File: src/rtl/sample_packer_pkg.sv
// Shared definitions for the sample packer, the packet streamer and the
// firmware register map: mode encodings, slot counts and slice widths.
package sample_packer_pkg;

   localparam int SAMPLE_BITS    = 4;
   localparam int PACK_WORD_BITS = 16;

   localparam logic [1:0] MODE_CH1  = 2'd0;
   localparam logic [1:0] MODE_CH13 = 2'd1;
   localparam logic [1:0] MODE_ALL  = 2'd2;
   localparam logic [1:0] MODE_RSVD = 2'd3;

   localparam logic [2:0] SLOTS_CH1  = 3'd4;
   localparam logic [2:0] SLOTS_CH13 = 3'd2;
   localparam logic [2:0] SLOTS_ALL  = 3'd1;

   typedef enum logic [1:0] {
      SLICE_W4  = 2'd0,
      SLICE_W8  = 2'd1,
      SLICE_W16 = 2'd2
   } slice_width_e;

   // The reserved encoding behaves as the two-channel mode.
   function automatic logic [1:0] normalize_mode(input logic [1:0] m);
      return (m == MODE_RSVD) ? MODE_CH13 : m;
   endfunction

   // Phase value of the final slot of a word for the given applied mode.
   function automatic logic [1:0] last_slot(input logic [1:0] m);
      logic [2:0] n;
      case (m)
         MODE_CH1: n = SLOTS_CH1;
         MODE_ALL: n = SLOTS_ALL;
         default:  n = SLOTS_CH13;
      endcase
      return 2'(n - 3'd1);
   endfunction

endpackage

File: src/rtl/sample_packer_slice_select.sv
// Builds the per-sample slice for the applied mode, right-aligned, earliest
// channel in the MSBs, together with a code for how many bits it carries.
module slice_select
   import sample_packer_pkg::*;
(
   input  logic [1:0]                mode_active,
   input  logic [SAMPLE_BITS-1:0]    ch1_s,
   input  logic [SAMPLE_BITS-1:0]    ch2_s,
   input  logic [SAMPLE_BITS-1:0]    ch3_s,
   input  logic [SAMPLE_BITS-1:0]    ch4_s,
   output logic [PACK_WORD_BITS-1:0] slice,
   output slice_width_e              slice_width
);

   // Channel-set decode; mode_active is already normalized so 3 never occurs.
   always_comb begin
      slice       = '0;
      slice_width = SLICE_W8;
      case (mode_active)
         MODE_CH1: begin
            slice       = {{(PACK_WORD_BITS-SAMPLE_BITS){1'b0}}, ch1_s};
            slice_width = SLICE_W4;
         end
         MODE_ALL: begin
            slice       = {ch1_s, ch2_s, ch3_s, ch4_s};
            slice_width = SLICE_W16;
         end
         default: begin
            slice       = {{(PACK_WORD_BITS-2*SAMPLE_BITS){1'b0}}, ch1_s, ch3_s};
            slice_width = SLICE_W8;
         end
      endcase
   end

endmodule

File: src/rtl/sample_packer.sv
// Packs quantizer slices into 16-bit words for the packet streamer. The mode
// is only re-sampled when the next cycle starts a fresh word, so a word is
// always built from a single channel set.
module sample_packer #(
   parameter int WORD_BITS   = 16,
   parameter int SAMPLE_BITS = 4
) (
   input  logic                   clk,
   input  logic                   reset_n,
   input  logic                   enable,
   input  logic [1:0]             mode,
   input  logic [SAMPLE_BITS-1:0] ch1_s,
   input  logic [SAMPLE_BITS-1:0] ch2_s,
   input  logic [SAMPLE_BITS-1:0] ch3_s,
   input  logic [SAMPLE_BITS-1:0] ch4_s,
   output logic [WORD_BITS-1:0]   out_data,
   output logic                   out_en,
   output logic [31:0]            word_count,
   output logic [1:0]             mode_active
);
   import sample_packer_pkg::*;

   logic [1:0]           mode_active_q;
   logic [1:0]           phase_q;
   logic [WORD_BITS-1:0] shift_q;
   logic [WORD_BITS-1:0] out_data_q;
   logic                 out_en_q;
   logic [31:0]          word_count_q;

   logic [WORD_BITS-1:0] slice;
   slice_width_e         slice_width;
   logic [WORD_BITS-1:0] packed_next;
   logic                 last_slot_hit;
   logic                 word_done;

   slice_select u_slice_select (
      .mode_active (mode_active_q),
      .ch1_s       (ch1_s),
      .ch2_s       (ch2_s),
      .ch3_s       (ch3_s),
      .ch4_s       (ch4_s),
      .slice       (slice),
      .slice_width (slice_width)
   );

   // Shift the partial word up by one slice and append the current slice.
   always_comb begin
      packed_next = slice;
      case (slice_width)
         SLICE_W4: packed_next = (shift_q << 4) | slice;
         SLICE_W8: packed_next = (shift_q << 8) | slice;
         default:  packed_next = slice;
      endcase
      last_slot_hit = (phase_q == last_slot(mode_active_q));
      word_done     = enable && last_slot_hit;
   end

   // Phase counter and partial-word shift register; cleared between words.
   always_ff @(posedge clk or negedge reset_n) begin
      if (!reset_n) begin
         phase_q <= '0;
         shift_q <= '0;
      end else if (!enable || last_slot_hit) begin
         phase_q <= '0;
         shift_q <= '0;
      end else begin
         phase_q <= phase_q + 2'd1;
         shift_q <= packed_next;
      end
   end

   // Re-sample the mode whenever the next cycle begins a word (or idle).
   always_ff @(posedge clk or negedge reset_n) begin
      if (!reset_n) begin
         mode_active_q <= MODE_CH1;
      end else if (!enable || last_slot_hit) begin
         mode_active_q <= normalize_mode(mode);
      end
   end

   // Registered word output and its one-cycle strobe.
   always_ff @(posedge clk or negedge reset_n) begin
      if (!reset_n) begin
         out_data_q <= '0;
         out_en_q   <= 1'b0;
      end else begin
         out_en_q <= word_done;
         if (word_done) begin
            out_data_q <= packed_next;
         end
      end
   end

   // Running count of emitted words, wrapping silently at 2^32.
   always_ff @(posedge clk or negedge reset_n) begin
      if (!reset_n) begin
         word_count_q <= '0;
      end else begin
         word_count_q <= word_count_q + {31'd0, word_done};
      end
   end

   assign out_data    = out_data_q;
   assign out_en      = out_en_q;
   assign word_count  = word_count_q;
   assign mode_active = mode_active_q;

endmodule

File: config.mk
export PLATFORM = sky130hd
export DESIGN_NAME = sample_packer
export DESIGN_NICKNAME = d
export VERILOG_FILES = /design/src/rtl/sample_packer_pkg.sv /design/src/rtl/sample_packer_slice_select.sv /design/src/rtl/sample_packer.sv
export SDC_FILE = /design/constraint.sdc
export NUM_CORES = 1
export LEC_CHECK = 0
export ABC_AREA = 1
export CAP_MARGIN = 20
export CORE_ASPECT_RATIO = 0.8
export CORE_MARGIN = 4
export CORE_UTILIZATION = 62
export CTS_BUF_LIST = sky130_fd_sc_hd__clkbuf_8
export DETAILED_ROUTE_END_ITERATION = 7
export DONT_BUFFER_PORTS = 1
export PLACE_DENSITY = 0.87
export SYNTH_ARGS = -nofsm -noshare
export SYNTH_HDL_FRONTEND = slang
export SYNTH_SLANG_ARGS = --single-unit
File: constraint.sdc
create_clock -name clk -period 6.05 [get_ports clk]
set_clock_uncertainty 0.15 [all_clocks]
set_input_delay 0.9075 -clock clk [delete_from_list [all_inputs] [get_ports clk]]
set_output_delay 0.9075 -clock clk [all_outputs]
set_load 0.02 [all_outputs]
# Word-level counts from Yosys, hierarchy flattened
# Cells that the tools add are included.
[totals] regBits=65 in_bits=21 out_inout_bits=51 wordCells=27
[classes] add_sub_neg=3 eq_ne=4 mux=7 bitwise=2 reduce_logical=5
[ops] op="$pmux 16 s2" count=2
[ops] op="$add 32x1->32" count=1
[ops] op="$or 16x16->16" count=2
[ops] op="$mux 12" count=1
[ops] op="$pmux 2 s2" count=2
[ops] op="$eq 2x2->1 const B" count=2
[ops] op="$logic_not 2->1" count=2
[ops] op="$mux 2" count=2
[ops] op="$add 2x1->2 const B" count=1
[ops] op="$eq 2x1->1 const B" count=1
[ops] op="$eq 2x2->1" count=1
[ops] op="$sub 2x1->2 const B" count=1
[ops] op="$logic_and 1x1->1" count=1
[ops] op="$logic_not 1->1" count=1
[ops] op="$logic_or 1x1->1" count=1

# Longest topological paths before layout
# Gate-level depths: netlist of the first run.
[logic_depth] word_depth=6 mapped_depth=17 ltp_nobuf=15

# Hierarchy
# Synthesis of the first run repeated with hierarchy kept, for this count alone.
[hier_totals] hier_cells=434 area_unflattened_um2=3389.5
[modules_own_cells] mod="sample_packer" n_inst=1 cells_each=383 area_each_um2=3149.3 seq_area_each_um2=1626.6
[modules_own_cells] mod="slice_select" n_inst=1 cells_each=51 area_each_um2=240.2 seq_area_each_um2=0.0

# Worst setup path before layout of the first run
# OpenSTA, ideal clock, no wires.
[synth_path] kind="input port to flip-flop" from="input port enable" to="register word_count_q[30] (netlist: word_count[30])" setup_time_ns=0.117 arrival_ns=2.605 t_required_ns=5.783 setup_slack_ns=3.178 stages=13 n_path_buf=2 cell_sequence="buf_1 inv_2 nor2_8 buf_6 ha_1 ha_1 inv_1 nor2_1 nand2_1 nor2_1 nand2_1 nand2_1 nand2_1"
[synth_via] elab_chain_len=2
[synth_rtl] element="start: declaration" line="sample_packer.sv:10" text="input logic enable,"
[synth_rtl] element="$logic_and 1x1->1" line="sample_packer.sv:55" text="word_done = enable && last_slot_hit;"
[synth_rtl] element="via word_done" line="sample_packer.sv:34" text="logic word_done;"
[synth_rtl] element="$add 32x1->32" line="sample_packer.sv:99" text="word_count_q <= word_count_q + {31'd0, word_done};"
[synth_rtl] element="end signal: assignment" line="sample_packer.sv:99"
[synth_rtl] element="end: declaration" line="sample_packer.sv:28" text="logic [31:0] word_count_q;"
# The timed path passes the listed nets, and every way through them passes these cells.
# A chain may end at the register's enable or synchronous reset.

# Worst setup path in the final report of the first run
[layout_path] from="register mode_active_q[1] (netlist: mode_active[1])" to="register word_count_q[30] (netlist: word_count[30])"
[layout_via] elab_chain_len=6 word_cells_on_any_way=7 classes_between="add/sub (2); eq/ne (2); mux (1); reduce/logical (2)"
[layout_rtl] element="start: declaration" line="sample_packer.sv:23" text="logic [1:0] mode_active_q;"
[layout_rtl] element="start signal: assignment" line="sample_packer.sv:77" text="mode_active_q <= normalize_mode(mode);"
[layout_rtl] element="$eq 2x2->1 or $logic_not 2->1 (tied branches)" line="sample_packer_pkg.sv:31" text="case (m)"
[layout_rtl] element="$pmux 2 s2 *" line="sample_packer_pkg.sv:31"
[layout_rtl] element="$sub 2x1->2 *" line="sample_packer_pkg.sv:36" text="return 2'(n - 3'd1);"
[layout_rtl] element="$eq 2x2->1 *" line="sample_packer.sv:54" text="last_slot_hit = (phase_q == last_slot(mode_active_q));"
[layout_rtl] element="$logic_and 1x1->1 *" line="sample_packer.sv:55"
[layout_rtl] element="$add 32x1->32 *" line="sample_packer.sv:99"
# Mark *: on every way between the ends. The rest lies on a longest branch, timed or not.

==> results of run 1 <==
layer usage:
metal,track usage,wire length [um],vias up
li1,-,-,1335
met1,0.359,3530,1290
met2,0.370,3340,142
met3,0.0847,786,18
met4,0.0992,159,0
met5,0,0,-
registers in the layout, indices dropped and copies added (netlist names):
register	cells
word_count	32
phase_q	2
out_en	1
out_data	16
mode_active	2
shift_q	12
logic make-up (layout without fill, tap and decap cells):
| logic type | after synthesis | count (layout) | synth area share |
|---|---|---|---|
| AOI/OAI and AO/OA | 14 | 14 | 0.0305 |
| xor gates and xnor gates | 15 | 15 | 0.0400 |
| adders and majority gates | 3 | 3 | 0.0114 |
| buffers and inverters | 44 | 50 | 0.0548 |
| DFF | 65 | 65 | 0.495 |
| and+or+nand+nor | 287 | 287 | 0.368 |
layout by cell type (no fill, tap or decap), types with 2 or more instances in the layout:
master	count
ha_1	3
and3_1	4
xor2_1	9
nor2b_1	8
nand2_1	182
dfrtp_1	65
xnor2_1	6
clkbuf_8	11
nor2_1	50
nand3_1	28
nand2_2	4
nand3b_1	7
o211ai_1	12
inv_2	2
inv_1	35
worst max-delay path: cells and delay by family (launching register included):
family	cells	cell delay (ps)
buffers and inverters	1	70
AND/OR/NAND/NOR	11	2210
flip-flops	1	660
adder cells (fa/ha/maj)	2	410
Yosys cell counts (all sizes together), types with 3 or more instances:
library cell | number | area (sq um)
nor2 | 52 | 214
nor2b | 8 | 50.1
o211ai | 12 | 90.1
ha | 3 | 37.5
nand3b | 7 | 52.6
nand2 | 187 | 719
buf | 6 | 37.5
nand3 | 29 | 150
xor2 | 9 | 78.8
clkbuf | 3 | 11.3
xnor2 | 6 | 52.6
and3 | 4 | 25.0
dfrtp | 65 | 1630
inv | 35 | 131
final cells by class:
class	instances	share of cell area
Sequential cell	65	0.463
Tap cell	62	0.0221
Clock inverter	4	0.0128
Inverter	35	0.0374
Multi-Input combinational cell	319	0.421
Clock buffer	11	0.0431
through the flow:
step | power [mW] | instance area [sq um] | hold WS, ps | setup slack, ps
final | 1.20 | 3510 | 108 | 2430
after global routing | 1.27 | 3510 | 87.7 | 2100
after detailed placement | 0.841 | 3320 | 324 | 2520
after floorplan | 0.794 | 3290 | 295 | 3180
after global placement | 0.832 | 3320 | 315 | 2670
after CTS | 1.21 | 3510 | 93.3 | 2470
worst min path at each step:
stage	from	to	slack, ps	cells past startpoint
CTS	reset_n	out_data[12]	90	0
finish	reset_n	out_data[12]	110	0
floorplan	phase_q[0]	phase_q[0]	300	1
global route	reset_n	out_data[7]	90	0
global placement	phase_q[0]	phase_q[0]	310	1
detailed placement	phase_q[0]	phase_q[0]	320	1
power by group through the flow:
stage,sequential (mW),clock (mW),combinational (mW)
2_1_floorplan,0.640,0,0.154
3_3_place_gp,0.666,0,0.165
3_5_place_dp,0.667,0,0.173
4_1_cts,0.661,0.371,0.174
5_1_grt,0.672,0.393,0.200
6_report,0.660,0.365,0.173
==> flow_metrics.env, run 1 <==
export IMPL_outcome="finished, final reports clean"
export IMPL_cts_tree="yes"
export IMPL_r2r_start="mode_active[1]"
export IMPL_clkPwrFrac=0.305
export IMPL_required_ps=6120
export IMPL_fin_crit_ps=3620
export IMPL_period_share=0.599
export IMPL_cts_sinks=65
export IMPL_dp_hpwl_mm=5.67
export IMPL_n_fill_cell=409
export IMPL_cpPeakStageDelay_ps=740
export IMPL_clk_pin_slew_ps=70
export IMPL_die_h_um=73.1
export IMPL_wl_mm=7.81
export IMPL_first_pass_iters=6
export IMPL_fin_tns_setup_ps=0
export IMPL_multiInputGateArea_sq_mm=0.00148
export IMPL_rsz0062_at_grt="false"
export IMPL_synth_area_sq_mm=0.00329
export IMPL_crit_start="mode_active[1]"
export IMPL_final_hold_viol_count=0
export IMPL_drt_wirelength_per_cell_um=15.8
export IMPL_report_final_setup_viol=0
export IMPL_critPathLaunchType="flip-flop"
export IMPL_place_congestion=0.895
export IMPL_dp_cells=481
export IMPL_antenna_cells=0
export IMPL_p_comb_frac=0.145
export IMPL_initial_utilization=0.649
export IMPL_hp_class="input port to async pin"
export IMPL_vias_per_cell=5.61
export IMPL_worst_setup_path_type="flip-flop to flip-flop"
export IMPL_power_switching_mw=0.415
export IMPL_ctsHoldBuffers=0
export IMPL_die_x_um=89.4
export IMPL_synth_cells=428
export IMPL_die_area_sq_mm=0.00654
export IMPL_cts_max_level=3
export IMPL_cp_slowest_cell="nor2_1"
export IMPL_grt_max_degree=66
export IMPL_grt_ovfl_total=0
export IMPL_max_vdd_ir_drop_v=0.000288
export IMPL_swShare=0.346
export IMPL_cts_resized=0
export IMPL_fin_nets=454
export IMPL_r2r_cells=14
export IMPL_worstSetupEndpointType="flip-flop"
export IMPL_drive_above_1_share=0.0530
export IMPL_synth_cell_types=25
export IMPL_synth_ff_type="dfrtp_1"
export IMPL_fin_cells=496
export IMPL_vias=2785
export IMPL_core_sq_mm=0.00506
export IMPL_worstPathCellList="nor2_1 > nand2_1 > nand2_2 > nand2_4 > nor2_8 > ha_1 > ha_1 > inv_1 > nor2_1 > nand2_1 > nor2_1 > nand2_1 > nand2_1 > nand2_1"
export IMPL_seq_area_sq_mm=0.00163
export IMPL_antenna_found_initial=0
export IMPL_max_freq_ghz=0.276
export IMPL_numCtsBuffers=9
export IMPL_slew_violations=0
export IMPL_cts_root_buf="clkbuf_8"
export IMPL_synth_edf_count=0
export IMPL_r2r_end="word_count[30]"
export IMPL_synth_seq_cells=65
export IMPL_final_util=0.693
export IMPL_drtIter0Drc=282
export IMPL_power_share_sequential=0.551
export IMPL_crit_top_cell="nand2_1"
export IMPL_leakagePower_nw=1.70
export IMPL_clk_latency_ps=340
export IMPL_numPortBuffers=0
export IMPL_clockBufferDepth=2
export IMPL_avgSynthCellArea_sq_um=7.68
export IMPL_ys_warn_count=0
export IMPL_ff2ff_setup_slack_ps=2430
export IMPL_track_usage=0.257
export IMPL_post_cts_setup_buffers=0
export IMPL_p_int_mw=0.783
export IMPL_grt_pass1_wl_mm=12.6
export IMPL_area_growth_pct=6.85
export IMPL_cp_data_arrival_time_ps=3700
export IMPL_postSynth_asyncResetShare=1.00
export IMPL_io_pin_count=72
export IMPL_tightest_slew_ps=789
export IMPL_grt_pass1_vias=2623
export IMPL_crit_path_end="word_count[30]"
export IMPL_maxCapViolCount=0
export IMPL_num_rows=23
export IMPL_ant_nets=0
export IMPL_drc=0
export IMPL_worstPathMaxFanout=19
export IMPL_syn_num_nets=452
export IMPL_p_per_area_mw_per_mm2=341
export IMPL_relSlewSlack=0.472
export IMPL_synth_yosys_seq_area_share=0.495
Power figures use the tool's default switching activity.
==> inputs of run 2 (changes only) <==
--- a/config.mk
+++ b/config.mk
@@ -9,7 +9,7 @@
 export CAP_MARGIN = 20
 export CORE_ASPECT_RATIO = 0.8
 export CORE_MARGIN = 4
-export CORE_UTILIZATION = 62
+export CORE_UTILIZATION = 59
 export CTS_BUF_LIST = sky130_fd_sc_hd__clkbuf_8
 export DETAILED_ROUTE_END_ITERATION = 7
 export DONT_BUFFER_PORTS = 1
==> constraint.sdc (replaced) <==
create_clock -name clk -period 3.26 [get_ports clk]
set_clock_uncertainty 0.15 [all_clocks]
set_input_delay 0.489 -clock clk [delete_from_list [all_inputs] [get_ports clk]]
set_output_delay 0.489 -clock clk [all_outputs]
set_load 0.02 [all_outputs]
==> run 2 against run 1 <==
Net effect:
- first-iteration DRC count decreased by 13%
- fmax up 28%
- setup slack worse by 2000 ps
- critical path type unchanged
- largest power group unchanged
- wire length fell by 0.44%
- via count up 2.2%
==> flow_metrics.env, run 2 (same netlist as run 1, synthesis figures left out) <==
export IMPL_outcome="finished, final reports clean"
export IMPL_r2r_cells=14
export IMPL_largest_register_ffs=32
export IMPL_met2_length_mm=3.38
export IMPL_place_congestion=0.907
export IMPL_clkPwrFrac=0.324
export IMPL_clk_latency_ps=330
export IMPL_die_h_um=74.8
export IMPL_wl_mm=7.78
export IMPL_period_share=0.867
export IMPL_r2r_end="word_count[20]"
export IMPL_post_cts_setup_buffers=0
export IMPL_final_cell_area_sq_mm=0.00362
export IMPL_drt_wirelength_per_cell_um=15.0
export IMPL_critPathLaunchType="flip-flop"
export IMPL_first_pass_iters=7
export IMPL_layout_commonest_cell="nand2_1"
export IMPL_drtIter0Drc=245
export IMPL_cp_data_arrival_time_ps=2890
export IMPL_grt_pass1_wl_mm=12.6
export IMPL_vias_per_cell=5.49
export IMPL_cts_root_buf="clkbuf_8"
export IMPL_numCtsBuffers=9
export IMPL_antenna_found_initial=0
export IMPL_relSlewSlack=0.580
export IMPL_clockBufferDepth=2
export IMPL_layout_setup_ws_ps=432
export IMPL_tightest_slew_ps=628
export IMPL_pre_cts_slack_ps=382
export IMPL_routed_top_layer="met4"
export IMPL_power_share_sequential=0.518
export IMPL_fin_nets=459
export IMPL_worstSetupEndpointType="flip-flop"
export IMPL_min_path_cells=2
export IMPL_n_fill_cell=414
export IMPL_drive_above_1_share=0.0659
export IMPL_max_freq_ghz=0.354
export IMPL_grt_pass1_vias=2591
export IMPL_ff2ff_setup_slack_ps=430
export IMPL_report_final_setup_viol=0
export IMPL_core_sq_mm=0.00544
export IMPL_place_area_sq_mm=0.00336
export IMPL_p_int_mw=1.55
export IMPL_die_area_sq_mm=0.00684
export IMPL_swShare=0.339
export IMPL_final_cell_mix="nand2_1 (182), dfrtp_1 (64), nor2_1 (49)"
export IMPL_ant_nets=0
export IMPL_antenna_cells=0
export IMPL_met3_length_um=782
export IMPL_cts_max_level=3
export IMPL_dp_hpwl_mm=5.75
export IMPL_fin_tns_setup_ps=0
export IMPL_power_switching_mw=0.791
export IMPL_track_usage=0.238
export IMPL_cts_tree="yes"
export IMPL_slew_violations=0
export IMPL_io_pin_count=72
export IMPL_grt_max_degree=66
export IMPL_initial_utilization=0.605
export IMPL_multiInputGateArea_sq_mm=0.00148
export IMPL_seq_area_sq_mm=0.00163
export IMPL_wl_met1_mm=3.47
export IMPL_final_hold_viol_count=0
export IMPL_drc=0
export IMPL_maxCapViolCount=0
export IMPL_p_per_area_mw_per_mm2=646
export IMPL_area_growth_pct=10.2
export IMPL_die_x_um=91.5
export IMPL_cts_sinks=65
export IMPL_grt_ovfl_total=0
export IMPL_required_ps=3330
export IMPL_fin_crit_ps=2830
export IMPL_clk_pin_slew_ps=70
export IMPL_max_vdd_ir_drop_v=0.000273
export IMPL_crit_path_end="word_count[20]"
export IMPL_worst_setup_path_type="flip-flop to flip-flop"
export IMPL_rsz0062_at_grt="false"
export IMPL_leakagePower_nw=1.75
export IMPL_p_comb_frac=0.158
export IMPL_num_rows=24
export IMPL_hp_class="input port to flip-flop"
export IMPL_numPortBuffers=0
export IMPL_r2r_start="mode_active[0]"
export IMPL_vias=2846
export IMPL_worstPathMaxFanout=19
export IMPL_crit_start="mode_active[0]"
==> run 2: worst min-delay path by stage <==
stage,from,to,slack [ps]
floorplan,reset_n,mode_active[0],40
finish,mode[0],mode_active[0],120
CTS,mode[0],mode_active[0],110
global placement,reset_n,out_data[12],50
global route,mode[0],mode_active[0],130
detailed placement,reset_n,out_data[12],50
==> run 2: what timing repair did <==
| action | CTS | global route |
|---|---|---|
| setup endpoints to repair | 0 | 2 |
| endpoints found under the hold margin | 65 | 0 |
| hold buffers | 2 | 0 |
| gates resized for setup | 0 | 2 |
==> run 2: final cells by class <==
class                      count  area share
clock buffer                  11      0.0418
clock inverter                 5      0.0197
inverter                      35      0.0363
multi-input combinational    319       0.409
sequential                    65       0.449
tap                           78      0.0269
timing repair buffer           5      0.0166
==> run 2: layer usage <==
metal / global-route usage / vias up
met1: 0.337 / 1333
met5: 0 / -
met4: 0.102 / 0
li1: - / 1345
met2: 0.341 / 150
met3: 0.0739 / 18
==> run 2: power groups by stage <==
stage	Combinational (mW)	Clock [mW]	Sequential (mW)
2_1_floorplan	0.286	0	1.19
3_3_place_gp	0.331	0	1.22
3_5_place_dp	0.349	0	1.23
4_1_cts	0.371	0.764	1.21
5_1_grt	0.425	0.803	1.23
6_report	0.369	0.758	1.21
==> run 2: through the flow <==
stage               cells  hold WS (ps)   util  total power, mW
global route          518           126  0.666             2.46
finish                518           117  0.666             2.34
CTS                   518           111  0.666             2.35
global placement      500          45.5  0.618             1.55
detailed placement    500          45.5  0.618             1.58
floorplan             428          43.4      -             1.47
==> run 2: critical path: stages (launching register included) <==
cell     delay, ps
dfrtp_1        450
inv_2          270
nand3_1        130
nand2_2        130
nand2_4        100
nor2_8         240
ha_1           220
ha_1           200
inv_1           70
nor2_1         180
nand2_1        170
nor2_1         230
nand2_1         80
nand2_1         60
nand2_1         50
==> inputs of run 3 (changes only) <==
--- a/config.mk
+++ b/config.mk
@@ -7,9 +7,11 @@
 export LEC_CHECK = 0
 export ABC_AREA = 1
 export CAP_MARGIN = 20
+export CELL_PAD_IN_SITES_DETAIL_PLACEMENT = 1
+export CELL_PAD_IN_SITES_GLOBAL_PLACEMENT = 1
 export CORE_ASPECT_RATIO = 0.8
 export CORE_MARGIN = 4
-export CORE_UTILIZATION = 59
+export CORE_UTILIZATION = 43
 export CTS_BUF_LIST = sky130_fd_sc_hd__clkbuf_8
 export DETAILED_ROUTE_END_ITERATION = 7
 export DONT_BUFFER_PORTS = 1
==> run 3 against run 2 <==
Net effect:
- power down 2.6%
- critical path type unchanged
- via count is 0.91% lower
- setup slack worse by 150 ps
- die area up 33%
- cell count is 5.4% higher
==> flow_metrics.env, run 3 (same netlist as run 1, synthesis figures left out) <==
export IMPL_outcome="finished, final reports clean"
export IMPL_grt_pass1_wl_mm=15.7
export IMPL_relSlewSlack=0.587
export IMPL_place_area_sq_mm=0.00340
export IMPL_wl_mm=9.41
export IMPL_drt_wirelength_per_cell_um=17.2
export IMPL_core_sq_mm=0.00743
export IMPL_rsz0062_at_grt="false"
export IMPL_initial_utilization=0.443
export IMPL_largest_register_ffs=32
export IMPL_report_final_setup_viol=0
export IMPL_clk_latency_ps=350
export IMPL_first_pass_iters=4
export IMPL_area_growth_pct=10.4
export IMPL_worstSetupEndpointType="flip-flop"
export IMPL_io_pin_count=72
export IMPL_min_path_cells=2
export IMPL_tightest_slew_ps=617
export IMPL_track_usage=0.221
export IMPL_required_ps=3340
export IMPL_die_area_sq_mm=0.00912
export IMPL_numPortBuffers=0
export IMPL_grt_ovfl_total=0
export IMPL_period_share=0.912
export IMPL_fin_tns_setup_ps=0
export IMPL_clk_pin_slew_ps=80
export IMPL_crit_path_end="word_count[20]"
export IMPL_n_fill_cell=944
export IMPL_final_cell_area_sq_mm=0.00363
export IMPL_drtIter0Drc=209
export IMPL_vias=2820
export IMPL_final_cell_mix="nand2_1 (182), dfrtp_1 (65), nor2_1 (49)"
export IMPL_hp_class="input port to flip-flop"
export IMPL_clockBufferDepth=2
export IMPL_slew_violations=0
export IMPL_p_per_area_mw_per_mm2=628
export IMPL_critPathLaunchType="flip-flop"
export IMPL_drc=0
export IMPL_cp_data_arrival_time_ps=3050
export IMPL_grt_max_degree=66
export IMPL_r2r_cells=15
export IMPL_antenna_cells=0
export IMPL_die_h_um=86.2
export IMPL_leakagePower_nw=1.75
export IMPL_drive_above_1_share=0.0658
export IMPL_place_congestion=0.904
export IMPL_max_vdd_ir_drop_v=0.000346
export IMPL_grt_pass1_vias=2986
export IMPL_dp_hpwl_mm=7.15
export IMPL_num_rows=28
export IMPL_cts_tree="yes"
export IMPL_antenna_found_initial=0
export IMPL_fin_nets=460
export IMPL_r2r_start="mode_active[1]"
export IMPL_layout_commonest_cell="nand2_1"
export IMPL_ff2ff_setup_slack_ps=290
export IMPL_fin_crit_ps=2970
export IMPL_worst_setup_path_type="flip-flop to flip-flop"
export IMPL_cts_root_buf="clkbuf_8"
export IMPL_vias_per_cell=5.16
export IMPL_cts_max_level=3
export IMPL_max_freq_ghz=0.336
export IMPL_final_hold_viol_count=0
export IMPL_crit_start="mode_active[1]"
export IMPL_cts_sinks=65
export IMPL_maxCapViolCount=0
export IMPL_die_x_um=106
export IMPL_worstPathMaxFanout=12
export IMPL_r2r_end="word_count[20]"
export IMPL_numCtsBuffers=9
export IMPL_ant_nets=0
-- run 3: changes by cell type in the layout (fill, tap and decap cells not counted), sizes merged --
cell / change
buf: +1
bufinv: -1
clkbuf: -1
clkinv: +2
-- run 3: cell type report --
| type | instances | area [sq um] | area share |
|---|---|---|---|
| Inverter | 35 | 131 | 0.0362 |
| Tap cell | 105 | 131 | 0.0362 |
| Timing Repair Buffer | 6 | 67.6 | 0.0186 |
| Multi-Input combinational cell | 319 | 1480 | 0.409 |
| Clock buffer | 10 | 138 | 0.0379 |
| Clock inverter | 6 | 51.3 | 0.0141 |
| Sequential cell | 65 | 1630 | 0.448 |
-- run 3: worst min path at each step --
stage                 start             end  slack, ps
global route        mode[0]  mode_active[0]        110
CTS                 mode[0]  mode_active[0]        110
floorplan           reset_n  mode_active[0]         40
finish              mode[0]  mode_active[0]        120
detailed placement  reset_n     out_data[8]         50
global placement    reset_n     out_data[8]         50
-- run 3: what timing repair did --
item,4_1_cts,5_1_grt
buffers inserted,0,0
endpoints found under the setup margin,0,3
resized for setup,0,1
hold buffers,2,0
endpoints found under the hold margin,65,0
-- run 3: power by group --
| part | total (mW) | leakage [nW] | internal [mW] | switching (mW) |
|---|---|---|---|---|
| clock network | 0.682 | 0.110 | 0.364 | 0.318 |
| logic | 0.383 | 0.762 | 0.136 | 0.248 |
| registers | 1.21 | 0.875 | 0.948 | 0.265 |
-- run 3: stage by stage --
stage / setup slack [ps] / total power [mW] / util / hold WS (ps) / std cells
2_1_floorplan: 590 / 1.47 / - / 43.4 / 428
3_3_place_gp: 518 / 1.57 / 0.458 / 45.9 / 528
3_5_place_dp: 259 / 1.59 / 0.458 / 45.4 / 528
4_1_cts: 213 / 2.30 / 0.488 / 108 / 546
5_1_grt: 19.8 / 2.40 / 0.489 / 111 / 546
6_report: 286 / 2.28 / 0.489 / 117 / 546
-- run 3: critical path, stage by stage, from the launching register on --
cell and delay, ps:
dfrtp_1 520, buf_4 250, nand2_2 130, nand2_1 80, nand2_2 90, nand2_4 110, nor2_8 160, ha_1 220
ha_1 220, inv_1 70, nor2_1 210, nand2_1 180, nor2_1 260, nand2_1 80, nand2_1 70, nand2_1 50
-- run 3: routing by layer --
metal	part of all wire	track usage	vias up	wire length, um
met2	0.44	0.330	95	4130
met4	0.015	0.0812	0	140
met3	0.079	0.0737	11	745
met5	0	0	-	0
met1	0.47	0.302	1370	4400
li1	-	-	1344	-
